### src/rtl/gate_tt_bist_if.sv
// gate_tt_bist_if: control, result and gate-side signals of the truth-table BIST
interface gate_tt_bist_if #(
  parameter int N_IN = 2
);
  logic start;
  logic dut_out;
  logic busy;
  logic done;
  logic pass;
  logic [N_IN-1:0] dut_in;
  logic [N_IN:0] err_count;
  logic [(1<<N_IN)-1:0] fail_vec;
  modport master (output start, dut_out, input dut_in, busy, done, pass, err_count, fail_vec);
  modport slave (input start, dut_out, output dut_in, busy, done, pass, err_count, fail_vec);
endinterface

### src/rtl/gate_tt_bist.sv
// gate_tt_bist: sweeps every gate input vector, samples after a settle interval and tallies truth-table mismatches
module gate_tt_bist #(
  parameter int N_IN = 2,
  parameter int SETTLE = 2,
  parameter logic [(1<<N_IN)-1:0] TT = 4'b1000
) (
  input logic clk,
  input logic rst_n,
  gate_tt_bist_if.slave b
);
  localparam int NV = 1 << N_IN;
  localparam int CW = $clog2(SETTLE + 1);
  typedef enum logic [1:0] {IDLE, SET, SAMP, DONE} state_t;
  state_t st, st_n;
  logic [CW-1:0] cnt, cnt_n;
  logic [N_IN-1:0] vin, vin_n;
  logic [N_IN:0] ec, ec_n;
  logic [NV-1:0] fv, fv_n;
  logic busy_r, busy_n, done_r, done_n;
  always_comb begin
    st_n = st;
    cnt_n = cnt;
    vin_n = vin;
    ec_n = ec;
    fv_n = fv;
    busy_n = busy_r;
    done_n = done_r;
    case (st)
      IDLE, DONE: if (b.start) begin
        st_n = SET;
        vin_n = '0;
        cnt_n = CW'(SETTLE);
        ec_n = '0;
        fv_n = '0;
        busy_n = 1'b1;
        done_n = 1'b0;
      end
      SET: begin
        cnt_n = cnt - CW'(1);
        st_n = cnt == CW'(1) ? SAMP : SET;
      end
      SAMP: begin
        if (b.dut_out != TT[vin]) begin
          ec_n = ec + (N_IN+1)'(1);
          fv_n[vin] = 1'b1;
        end
        if (vin == '1) begin
          st_n = DONE;
          busy_n = 1'b0;
          done_n = 1'b1;
        end else begin
          st_n = SET;
          vin_n = vin + N_IN'(1);
          cnt_n = CW'(SETTLE);
        end
      end
      default: st_n = IDLE;
    endcase
  end
  always_ff @(posedge clk or negedge rst_n)
    if (!rst_n) begin
      st <= IDLE;
      cnt <= '0;
      vin <= '0;
      ec <= '0;
      fv <= '0;
      busy_r <= 1'b0;
      done_r <= 1'b0;
    end else begin
      st <= st_n;
      cnt <= cnt_n;
      vin <= vin_n;
      ec <= ec_n;
      fv <= fv_n;
      busy_r <= busy_n;
      done_r <= done_n;
    end
  assign b.dut_in = vin;
  assign b.busy = busy_r;
  assign b.done = done_r;
  assign b.err_count = ec;
  assign b.fail_vec = fv;
  assign b.pass = done_r && ec == '0;
endmodule
### src/flat_wrapper.sv
// flat-port wrapper written by rule: the top's interface ports become plain ports
module gate_tt_bist_flat 
#(
  parameter int N_IN = 2,
  parameter int SETTLE = 2,
  parameter logic [(1<<N_IN)-1:0] TT = 4'b1000
)
  (clk, rst_n, b_start, b_dut_out, b_dut_in, b_busy, b_done, b_pass, b_err_count, b_fail_vec);
  gate_tt_bist_if #(.N_IN(N_IN)) b_i ();
  input logic clk;
  input logic rst_n;
  input wire logic [$bits(b_i.start)-1:0] b_start;
  input wire logic [$bits(b_i.dut_out)-1:0] b_dut_out;
  output wire logic [$bits(b_i.dut_in)-1:0] b_dut_in;
  output wire logic [$bits(b_i.busy)-1:0] b_busy;
  output wire logic [$bits(b_i.done)-1:0] b_done;
  output wire logic [$bits(b_i.pass)-1:0] b_pass;
  output wire logic [$bits(b_i.err_count)-1:0] b_err_count;
  output wire logic [$bits(b_i.fail_vec)-1:0] b_fail_vec;
  assign b_i.start = b_start;
  assign b_i.dut_out = b_dut_out;
  assign b_dut_in = b_i.dut_in;
  assign b_busy = b_i.busy;
  assign b_done = b_i.done;
  assign b_pass = b_i.pass;
  assign b_err_count = b_i.err_count;
  assign b_fail_vec = b_i.fail_vec;
  gate_tt_bist #(.N_IN(N_IN), .SETTLE(SETTLE), .TT(TT)) u_core (.clk(clk), .rst_n(rst_n), .b(b_i));
endmodule
### config.mk
export PLATFORM = sky130hd
export DESIGN_NAME = gate_tt_bist_flat
export DESIGN_NICKNAME = d
export VERILOG_FILES = /design/src/rtl/gate_tt_bist_if.sv /design/src/rtl/gate_tt_bist.sv /design/src/flat_wrapper.sv
export SDC_FILE = /design/constraint.sdc
export NUM_CORES = 1
export LEC_CHECK = 0
export BUFFER_PORTS_ARGS = -buffer_cell sky130_fd_sc_hd__buf_2
export CAP_MARGIN = 20
export CORE_MARGIN = 3
export CORE_UTILIZATION = 54
export DETAILED_ROUTE_END_ITERATION = 10
export PLACE_DENSITY = 0.8
export SLEW_MARGIN = 15
export SYNTH_ARGS = -nofsm -noshare
export SYNTH_HDL_FRONTEND = slang
export SYNTH_SLANG_ARGS = --single-unit
### constraint.sdc
create_clock -name clk -period 2.19 [get_ports clk]
set_input_delay 0.657 -clock clk [delete_from_list [all_inputs] [get_ports clk]]
set_output_delay 0.657 -clock clk [all_outputs]
set_load 0.1 [all_outputs]
; ---- Word-level counts from Yosys, hierarchy flattened
; Cells that the tools add are included.
[word_totals]
ff_bits = 15
inputBits = 4
out_inout_bits = 12
elab_cells = 59
[classes]
n_addsub = 3
order_cmp = 2
n_eq_ne = 10
mux = 26
bitwise_logic = 1
reduce_logical = 10
[ops]
columns = cell, count
row1 = $mux 2, 7
row2 = $pmux 2 s3, 2
row3 = $reduce_and 3->1, 3
row4 = $mux 4, 2
row5 = $pmux 4 s2, 1
row6 = $eq 2x2->1 const B, 3
row7 = $mux 1, 6
row8 = $mux 3, 2
row9 = $pmux 3 s2, 1
row10 = $eq 2x1->1 const B, 2
row11 = $ne 2x1->1 const B, 2
row12 = $ne 2x2->1 const B, 2
row13 = $or 4x4->4, 1
row14 = $pmux 1 s2, 2
row15 = $pmux 2 s2, 1
row16 = $add 3x1->3 const B, 1
row17 = $logic_not 3->1, 1
row18 = $lt 2x3->1 const B, 1
row19 = $add 2x1->2 const B, 1
row20 = $bmux 1 s2, 1
row21 = $demux 1 s2, 1
row22 = $ge 2x1->1 const B, 1
row23 = $logic_and 1x1->1, 2
row24 = $logic_not 2->1, 1
row25 = 5 further kinds, 5

; ---- Longest topological paths before layout
[logic_depth]
word_depth = 7
depth_mapped = 7
ltp_nobuf = 6

; ---- Least setup slack after synthesis
; OpenSTA, ideal clock, no wires.
[synth_timing]
kind = register to output
start = reg u_core.ec[1], in the netlist u_core.b.err_count[1]
end = out b_pass
arrival_time_ns = 2.398
path_slack_ns = -0.865
path_stages_with_launch = 5
path_cell_list = dfrtp_1 > inv_1 > ha_1 > nand2_1 > nor2_1
[synth_between]
elab_chain_len = 2
[synth_rtl]
columns = item, line_no
row1 = start: declaration, gate_tt_bist.sv:17  ; logic [N_IN:0] ec, ec_n;
row2 = start signal: assignment, gate_tt_bist.sv:73  ; ec <= ec_n;
row3 = $logic_not 3->1, gate_tt_bist.sv:83  ; assign b.pass = done_r && ec == '0;
row4 = $logic_and 1x1->1, gate_tt_bist.sv:83
row5 = end: declaration, flat_wrapper.sv:17  ; output wire logic [$bits(b_i.pass)-1:0] b_pass;
; No other way between the ends.

; ---- Worst setup path after layout
[layout_timing]
start = reg u_core.ec[0], in the netlist u_core.b.err_count[0]
end = out b_pass
; The elaborated chain is that of the path after synthesis.

==> results.json <==
{
  "p_leak_nw": 0.553,
  "worst_pin_slew_ns": 0.489,
  "rsz0062_at_grt": "false",
  "grt-ovfl-total": 0,
  "routed_wl_um": 1790,
  "synth.net_count": 121,
  "r2r_slack_ns": 0.49,
  "status": "complete, no violations",
  "die_x_um": 47.9,
  "cts_buffer_depth": 2,
  "r2r_cells": 6,
  "dp_cells": 136,
  "drv_cap": 0,
  "syn_avg_cell_area_sq_um": 9.03,
  "post_cts_buffers": 0,
  "max-slew-margin-rel_pct": 67.6,
  "ys_types": 27,
  "ys_seq_area_share_pct": 39.6,
  "fmax_mhz": 487,
  "placed_area_sq_um": 1070,
  "die_area_sq_um": 2300,
  "hold_path_class": "in2async",
  "r2r_end": "u_core.b.err_count[0]",
  "cts_tree": "done",
  "ioPinCount": 16,
  "drive_gt1_share_pct": 23.4,
  "cp_max_fo": 6,
  "port_buffers": 15,
  "die_y_um": 47.9,
  "grt_util_all_layers_pct": 18.6,
  "cts_root_buf": "clkbuf_4",
  "fin_crit_sh_pct": 93.7,
  "clock_sinks": 15,
  "antenna_found_initial": 0,
  "drt-initial-drc-count": 8,
  "final_area_sq_um": 1100,
  "r2r-start": "u_core.st[0]",
  "coreArea_sq_um": 1580,
  "finalNetCount": 141,
  "cts-buffers-inserted": 3,
  "fillCellCount": 122,
  "fin_cells": 140,
  "fin_setup_tns_ns": 0,
  "clkTransAtPathRegs_ns": 0.09,
  "avgRoutedWirePerCell_um": 12.8,
  "insertion_delay_ns": 0.28,
  "syn_inst": 105,
  "syn2layout_area_growth_pct": 15.6,
  "netlist_area_sq_um": 948,
  "drc_errors": 0,
  "initial_core_util_pct": 60.2,
  "dr.pass1.iters": 4,
  "row_count": 14,
  "via_count": 792,
  "place.gp.congestion": 0.810,
  "crit_arrival_ns": 1.40,
  "drv_slew": 0,
  "grt_pass1_vias": 733,
  "hold_viol": 0,
  "end_kind": "output port",
  "viasPerCell": 5.66,
  "clock_skew_ns": 0.00607,
  "diodes": 0,
  "setup_violations": 0,
  "h-tree-depth": 1,
  "ant_nets": 0,
  "path_class": "reg2out",
  "post-route-min-period_ns": 2.05,
  "post-dp-hpwl_um": 1370,
  "ys_seq_elements": 15,
  "grt_max_degree": 16,
  "ys_warn_count": 0,
  "p_per_area_nw_per_um2": 1160,
  "worstSetupStartpointType": "register",
  "worstPathRequired_ns": 1.53,
  "grt_first_pass_wirelength_um": 2960,
  "irDropWorstVdd_uv": 687,
  "total_power_mw": 1.27
}
==> flip-flops by register name (all words and copies together) (netlist names) <==
name,count
u_core.b.done,1
u_core.b.busy,1
u_core.b.err_count,3
u_core.cnt,2
u_core.b.dut_in,2
u_core.b.fail_vec,4
u_core.st,2
==> how the worst max path moves through the flow <==
stage,start,to,slack (ns)
finish,u_core.b.err_count[0],b_pass,0.14
global route,u_core.b.err_count[0],b_pass,0.06
CTS,u_core.b.err_count[0],b_pass,0.03
global placement,u_core.b.err_count[0],b_pass,0.36
floorplan,u_core.b.err_count[1],b_pass,-0.13
detailed placement,u_core.b.err_count[0],b_pass,0.34
==> cells by family (layout without fill, tap and decap cells) <==
logic type,after synthesis,count (layout),share of synthesized area [%]
compound gates,35,35,21.8
buf+inv,14,33,5.67
mux,1,1,1.19
simple gates,27,27,14.2
fa+ha+maj,12,12,15.8
xor+xnor,1,1,1.72
flops,15,15,39.6
==> per-stage QoR <==
stage | util, % | hold WS (ns) | setup WS (ns)
after CTS | 69.4 | 0.272 | 0.0282
after global routing | 69.5 | 0.279 | 0.0571
after global placement | 67.7 | 0.487 | 0.362
final | 69.5 | 0.261 | 0.138
after floorplan | - | 0.361 | -0.133
after detailed placement | 67.7 | 0.516 | 0.341
==> report_power, final <==
group          internal [mW]  switching (mW)  total, mW
Clock                 0.0706          0.0883      0.159
Combinational          0.216           0.487      0.703
Sequential             0.343          0.0622      0.405
==> synthesized netlist by cell type, drive strengths merged <==
cell    number  area (sq um)
dfrtp       15           375
ha          12           150
a21oi       11          55.1
inv         10          37.5
o21ai       10          50.1
nand2        9          36.3
a31oi        5          31.3
nor2         5          18.8
nand2b       4          25.0
clkbuf       3          11.3
nand3        3          15.0
a21o         2          15.0
nand3b       2          15.0
o22ai        2          12.5
a211o        1          8.76
a211oi       1          7.51
a221o        1          10.0
a22o         1          8.76
a22oi        1          7.51
buf          1          5.00
mux2         1          11.3
nor2b        1          6.26
nor3         1          5.00
nor3b        1          7.51
or2          1          6.26
xor2         1          16.3
==> critical path, stage by stage (launching register included) <==
cell and delay (ns):
dfrtp_1 0.43, inv_1 0.07, ha_1 0.14, nand2_1 0.08, nor2_4 0.07, clkbuf_4 0.32
==> final cells by class <==
| type | count | area (sq um) | area share [%] |
|---|---|---|---|
| sequential | 15 | 378 | 34.5 |
| multi-input combinational | 76 | 527 | 48.1 |
| clock buffer | 4 | 26.3 | 2.40 |
| tap | 16 | 20.0 | 1.83 |
| inverter | 10 | 37.5 | 3.42 |
| timing repair buffer | 19 | 108 | 9.82 |
==> layout by cell type, fill, tap and decap left out, types with 2 or more instances in the layout <==
cell type / synthesis / routed
buf_2: 1 / 14
dfrtp_1: 15 / 13
ha_1: 12 / 12
a21oi_1: 11 / 11
inv_1: 10 / 10
o21ai_0: 10 / 10
nand2_1: 8 / 8
a31oi_1: 5 / 5
nor2_1: 5 / 4
nand2b_1: 4 / 4
clkbuf_4: 0 / 4
buf_4: 0 / 4
nand3_1: 3 / 3
o22ai_1: 2 / 2
a21o_1: 2 / 2
nand3b_1: 2 / 2
dfrtp_2: 0 / 2
==> per-layer routing <==
metal	global-route usage, %	part of all wire (%)	up-vias
met2	30.9	47	18
met5	0	0	-
met1	22.8	47	371
met4	8.06	1.6	0
met3	4.51	3.9	4
li1	-	-	399
==> repair_timing <==
action / CTS / global route
endpoints found under the setup margin: 0 / 1
resized for setup: 0 / 1
hold buffers: 0 / 0
Power figures use the tool's default switching activity.
